## src/rtl/avg_pool_unit.sv

```systemverilog
// -----------------------------------------------------------------------------
// avg_pool_unit
// Streaming 2x2 average-pool arithmetic engine for the CNN core's pool_layer.
// Accumulates 2**WINDOW_LOG2 signed samples, one per enabled clock, then
// registers their mean on the edge that accepts the last sample of the window.
//
// Parameters
//   DATA_W       width of the signed input sample and of the signed average
//   WINDOW_LOG2  log2 of the number of samples per window (2 -> 2x2 pool)
//
// Ports
//   clk        in   rising-edge clock
//   rst        in   synchronous active-high reset; it wins over enable
//   enable     in   sample valid; layer2 is accepted on each edge with enable=1
//   layer2     in   signed input sample (two's complement), DATA_W bits
//   avg        out  registered signed window average, held between windows
//   avg_valid  out  one-cycle pulse on the edge where avg takes a new value
//
// Configuration macro
//   AVG_POOL_ROUND_EN  when defined, the average is rounded half toward +inf
//                      and clamped to the DATA_W signed range; when undefined
//                      it is the plain floor of the arithmetic shift.
// -----------------------------------------------------------------------------
module avg_pool_unit #(
   parameter int DATA_W      = 32,
   parameter int WINDOW_LOG2 = 2
) (
   input  logic              clk,
   input  logic              rst,
   input  logic              enable,
   input  logic [DATA_W-1:0] layer2,
   output logic [DATA_W-1:0] avg,
   output logic              avg_valid
);

   // WINDOW_LOG2 guard bits make the accumulator wide enough for the sum of a
   // full window of extreme samples.
   localparam int ACC_W = DATA_W + WINDOW_LOG2;
   localparam logic [WINDOW_LOG2-1:0] CNT_LAST = '1;

   logic signed [ACC_W-1:0]  acc_reg;
   logic [WINDOW_LOG2-1:0]   cnt_reg;
   logic [DATA_W-1:0]        avg_reg;
   logic                     avg_valid_reg;

   logic signed [ACC_W-1:0]  sample_ext;
   logic signed [ACC_W-1:0]  sum_next;
   logic [DATA_W-1:0]        avg_next;

   assign sample_ext = {{WINDOW_LOG2{layer2[DATA_W-1]}}, layer2};
   assign sum_next   = acc_reg + sample_ext;

`ifdef AVG_POOL_ROUND_EN
   // One extra bit so adding the half-LSB cannot wrap the full-window sum.
   localparam logic signed [ACC_W:0] RND_HALF = (ACC_W+1)'(1) << (WINDOW_LOG2 - 1);
   localparam logic signed [ACC_W:0] AVG_MAX  = (ACC_W+1)'({1'b0, {(DATA_W-1){1'b1}}});
   localparam logic signed [ACC_W:0] AVG_MIN  = ~AVG_MAX;

   logic signed [ACC_W:0] rnd_sum;
   logic signed [ACC_W:0] rnd_shift;

   always_comb begin
      rnd_sum   = {sum_next[ACC_W-1], sum_next} + RND_HALF;
      rnd_shift = rnd_sum >>> WINDOW_LOG2;
      avg_next  = DATA_W'(rnd_shift);
      if (rnd_shift > AVG_MAX) begin
         avg_next = DATA_W'(AVG_MAX);
      end else if (rnd_shift < AVG_MIN) begin
         avg_next = DATA_W'(AVG_MIN);
      end
   end
`else
   // Floor division: the arithmetic shift of a window sum always fits DATA_W.
   always_comb begin
      avg_next = DATA_W'(sum_next >>> WINDOW_LOG2);
   end
`endif

   always_ff @(posedge clk) begin
      if (rst) begin
         acc_reg       <= '0;
         cnt_reg       <= '0;
         avg_reg       <= '0;
         avg_valid_reg <= 1'b0;
      end else begin
         avg_valid_reg <= 1'b0;
         if (enable) begin
            if (cnt_reg == CNT_LAST) begin
               // Last sample of the window: publish the mean and restart so the
               // next window can begin on the very next edge.
               avg_reg       <= avg_next;
               avg_valid_reg <= 1'b1;
               acc_reg       <= '0;
               cnt_reg       <= '0;
            end else begin
               acc_reg <= sum_next;
               cnt_reg <= cnt_reg + 1'b1;
            end
         end
      end
   end

   assign avg       = avg_reg;
   assign avg_valid = avg_valid_reg;

endmodule

```

## config.mk

```make
export PLATFORM = sky130hd
export DESIGN_NAME = avg_pool_unit
export DESIGN_NICKNAME = d
export VERILOG_FILES = /design/src/rtl/avg_pool_unit.sv
export SDC_FILE = /design/constraint.sdc
export NUM_CORES = 1
export LEC_CHECK = 0
export CORE_MARGIN = 2
export CORE_UTILIZATION = 60
export DETAILED_ROUTE_END_ITERATION = 7
export DONT_BUFFER_PORTS = 1
export PLACE_DENSITY_LB_ADDON = 0.15
export SLEW_MARGIN = 0
export SYNTH_ARGS = -nofsm -noshare
export SYNTH_HDL_FRONTEND = slang
export SYNTH_SLANG_ARGS = --single-unit
```

## constraint.sdc

```tcl
create_clock -name clk -period 4.2 [get_ports clk]
set_input_delay 0.63 -clock clk [delete_from_list [all_inputs] [get_ports clk]]
set_output_delay 0.63 -clock clk [all_outputs]
set_load 0.005 [all_outputs]
```

Word level (Yosys, flattened, before mapping)

Cells that the tools add are included.

Bits in registers: 69
Word-level logic and storage cells: 13
Output and inout bits: 33
Bits of input ports: 35

Equal/unequal tests: 1
Add/sub/neg operators: 2
Bitwise operators: 1
Reduce and logical (&&, ||, !) cells: 2
Mux-type cells: 3

Operator list:

| cell                                                           | count |
|---|---|
| 34-bit by 32-bit adder with 34-bit output                      | 1 |
| 34-bit two-way mux                                             | 1 |
| 2-bit by 1-bit adder with 2-bit output (second input constant) | 1 |
| 2-bit equality test (second input constant)                    | 1 |
| 2-bit two-way mux                                              | 1 |
| 2-bit AND reduction                                            | 1 |
| 2-bit OR reduction                                             | 1 |
| 1-bit two-way mux                                              | 1 |
| 1-bit inverter                                                 | 1 |

Depth between registers and ports, before layout

Word-level depth: 2
Gate-level depth with buffers: 12
Gate-level depth less buffers: 12

Worst setup path after synthesis

Ideal clock, no wire load.

Path type: input to register
Start point: input layer2[0]
End point: register acc_reg[28]
Data arrival time: 2971 ps
Stages on the path: 11
Path buffers: 0
Data required time: 4083 ps
Setup time: 117 ps
Slack: 1111 ps
Cell sequence: ha_1 -> inv_1 -> fa_1 -> nor2b_4 -> o31a_1 -> a211o_1 -> a21bo_1 -> a221oi_4 -> nor4_2 -> or3_1 -> a32o_2

Cells in the longest elaborated chain, start to end: 2

Ends and longest elaborated chain:

| what                                      | line | source |
|---|---|---|
| start: declaration                        | 31   | `input logic [DATA_W-1:0] layer2,` |
| 34-bit by 32-bit adder with 34-bit output | 51   | `assign sum_next = acc_reg + sample_ext;` |
| 34-bit two-way mux                        | 88   | `if (cnt_reg == CNT_LAST) begin` |
| end signal: assignment                    | 96   | `acc_reg <= sum_next;` |
| end: declaration                          | 41   | `logic signed [ACC_W-1:0] acc_reg;` |

No other way between the ends.
A chain may end at the register's enable or synchronous reset.

Final worst setup path

Start point: register acc_reg[0]
End point: register acc_reg[28]

Cells in the longest elaborated chain, start to end: 2

Ends and longest elaborated chain:

| what                                      | line |
|---|---|
| 34-bit by 32-bit adder with 34-bit output | 51 |
| 34-bit two-way mux                        | 88 |

No other way between the ends.

==> results.py <==
metrics = {
    "setup_path": {
        "arrival_ns": 3.25,
        "slowest_stage": "or3_1",
        "cpPeakStageDelay_ns": 0.39,
        "cp-start-kind": "flop",
        "path_delay_family": "compound AO/OA/AOI/OAI gates",
        "critPathMaxFanout": 4,
        "path_cells": "ha_1 > inv_1 > fa_1 > nor2b_4 > o31a_1 > a211o_1 > a21bo_1 > a221oi_4 > nor4_2 > or3_1 > a32o_2",
        "critPathKind": "flop to flop",
        "crit_required_ns": 4.45,
        "path_buf_inv": 1,
        "end_kind": "flop",
    },
    "timing": {
        "max_freq_mhz": 333,
        "maxSlewHeadroom_pct": 24.7,
        "period_share_pct": 71.4,
        "rsz0062_at_grt": "no",
        "finalSetupViolCount": 0,
        "tns_ns": 0,
        "tightest_slew_ns": 1.13,
        "period_needed_ns": 3.00,
        "finalMaxSlewViolations": 0,
        "hold_violations": 0,
        "fin_skew_ns": 0.0129,
    },
    "finish": {
        "drive_gt1_share_pct": 4.91,
        "syn_to_final_growth_pct": 4.63,
        "final_area_um2": 4550,
        "largest_reg_flops": 34,
        "fin_util_pct": 63.7,
        "num-nets-final": 595,
        "n_fill_cell": 662,
        "final_cell_mix": "nand2_1, a21oi_1, dfxtp_1",
        "layout_commonest_cell": "nand2_1",
        "diodes": 0,
    },
    "logic_synthesis": {
        "yosysTopAreaCell": "dfxtp_1",
        "synth_edf_count": 0,
        "ys_ff_latch": 69,
        "yosysWarnings": 0,
        "synth_area_leaders": "dfxtp_1, ha_1, a21oi_1",
        "avgSynthCellArea_um2": 7.96,
        "ys_types": 62,
        "ys_seq_area_share_pct": 31.8,
        "syn_inst": 546,
        "synthArstFlopShare_pct": 0,
        "synth_nets": 616,
        "syn-cell-area_um2": 4350,
        "synth.top_cell.area_share_pct": 31.8,
        "ys.flop_type": "dfxtp_1",
    },
    "routing": {
        "dr_total_vias": 3826,
        "wl_met1_um": 4700,
        "route.detailed.drc": 0,
        "dr_wl_met2_um": 5070,
        "top_layer_used": "met4",
        "wl_per_cell_um": 16.7,
        "drt_wl_total_um": 10500,
        "drt_iter0_drc": 167,
        "routed-wl-met3_um": 631,
        "via_per_inst": 6.08,
        "dr.pass1.iters": 5,
        "drtAntennaViolNets": 0,
    },
    "clocking": {
        "cts_root_buffer": "clkbuf_8",
        "clock_latency_ns": 0.35,
        "postCtsSetupBuffers": 0,
        "clk_pin_slew_ns": 0.08,
        "cts_buffer_depth": 2,
        "cts_hold_buf": 0,
        "ctsResizeCount": 0,
        "h-tree-depth": 3,
        "cts_tree": "built",
        "cts_made_buffers": 9,
        "clock_sinks": 69,
    },
    "placed_design": {
        "place_area_um2": 4360,
        "gp_congestion": 0.919,
        "place.port_buffers": 0,
        "dp_hpwl_um": 7500,
    },
    "global_routing": {
        "antenna_found_initial": 0,
        "grt-ovfl-total": 0,
        "grt_pass1_wl_um": 17200,
        "grt_use_total_pct": 27.8,
        "first_global_vias": 3681,
        "grt_max_degree": 53,
    },
    "pwr": {
        "p_leak_nw": 1.95,
        "p_per_area_nw_per_um2": 434,
        "ir_drop_mv": 0.211,
        "power_w": 0.00197,
    },
    "die": {
        "core_um2": 7140,
        "initial_core_util_pct": 60.9,
        "fp-row-count": 31,
        "die_area_um2": 7940,
        "die_w_um": 89.1,
        "die_h_um": 89.1,
        "pin_count": 68,
    },
    "job": {
        "maxCapViolations": 0,
    },
    "worst_hold_path": {
        "hp-class": "input pin to flop",
    },
    "status": {
        "status": "finished, final reports clean",
    },
}
Yosys cell counts (2+ instances only):
cell type / count
nand2_1: 83
a21oi_1: 73
dfxtp_1: 69
ha_1: 34
nor2_1: 34
clkbuf_1: 27
o21ai_0: 20
xnor2_1: 19
a21o_1: 17
nor2b_1: 15
a22o_1: 14
nand3_1: 13
nor3_1: 10
o21ai_1: 9
and3_1: 8
mux2i_1: 8
xor2_1: 8
inv_1: 7
and2_1: 6
o211ai_1: 5
a31oi_1: 4
nand4_1: 4
o21bai_1: 4
or3_1: 4
and4_1: 3
buf_1: 3
buf_2: 3
nor4_1: 3
a211o_1: 2
a22oi_1: 2
a32oi_1: 2
o21a_1: 2
o31a_1: 2
report_power, final:
group / total (W) / internal [W] / leakage, nW / switching (W)
clock network: 0.000543 / 0.000289 / 0.0964 / 0.000254
logic: 0.000678 / 0.000280 / 1.29 / 0.000398
registers: 0.000752 / 0.000716 / 0.563 / 0.0000370
total: 0.00197 / 0.00128 / 1.95 / 0.000689
layer usage:
metal / global-route usage, % / up-vias
met5: 0 / -
met4: 6.11 / 0
met3: 7.94 / 7
met2: 47.5 / 98
met1: 34.9 / 1800
li1: - / 1921
cell families after synthesis:
| kind of cell | synth area share [%] |
|---|---|
| AND/OR/NAND/NOR | 20.6 |
| AO/OA/AOI/OAI | 26.4 |
| flip-flops | 31.8 |
| buffers and inverters | 3.65 |
| adder cells (fa/ha/maj) | 10.2 |
| XOR/XNOR | 5.44 |
| multiplexers | 1.84 |
worst reg2reg max path: stages, from the launching register on:
cell and delay, ns:
dfxtp_1 0.32, ha_1 0.21, inv_1 0.08, fa_1 0.25, nor2b_4 0.06, o31a_1 0.28, a211o_1 0.33, a21bo_1 0.21
a221oi_4 0.38, nor4_2 0.13, or3_1 0.39, a32o_2 0.27
final timing paths:
| check | startpoint | end | slack, ns | cells past startpoint |
|---|---|---|---|---|
| setup / recovery | acc_reg[0] | acc_reg[28] | 1.20 | 11 |
| hold / removal | rst | avg[0] | 0.34 | 1 |
| setup reg to reg | acc_reg[0] | acc_reg[28] | 1.20 | 11 |
| hold reg to reg | avg[18] | avg[18] | 0.47 | 2 |
through the flow:
stage | cells | hold WS (ns) | worst slack (ns)
6_report | 629 | 0.342 | 1.20
5_1_grt | 629 | 0.323 | 1.07
4_1_cts | 629 | 0.329 | 1.21
3_5_place_dp | 613 | 0.453 | 0.895
3_3_place_gp | 613 | 0.442 | 0.982
2_1_floorplan | 546 | 0.429 | 1.11
cell type report:
class | count | area, um2 | share of cell area [%]
Clock buffer | 12 | 145 | 3.19
Inverter | 7 | 26.3 | 0.578
Clock inverter | 4 | 47.5 | 1.05
Sequential cell | 69 | 1380 | 30.4
Tap cell | 99 | 124 | 2.72
Timing Repair Buffer | 2 | 15.0 | 0.330
Multi-Input combinational cell | 436 | 2810 | 61.8
Note: power is estimated with default switching activity, not from simulation.
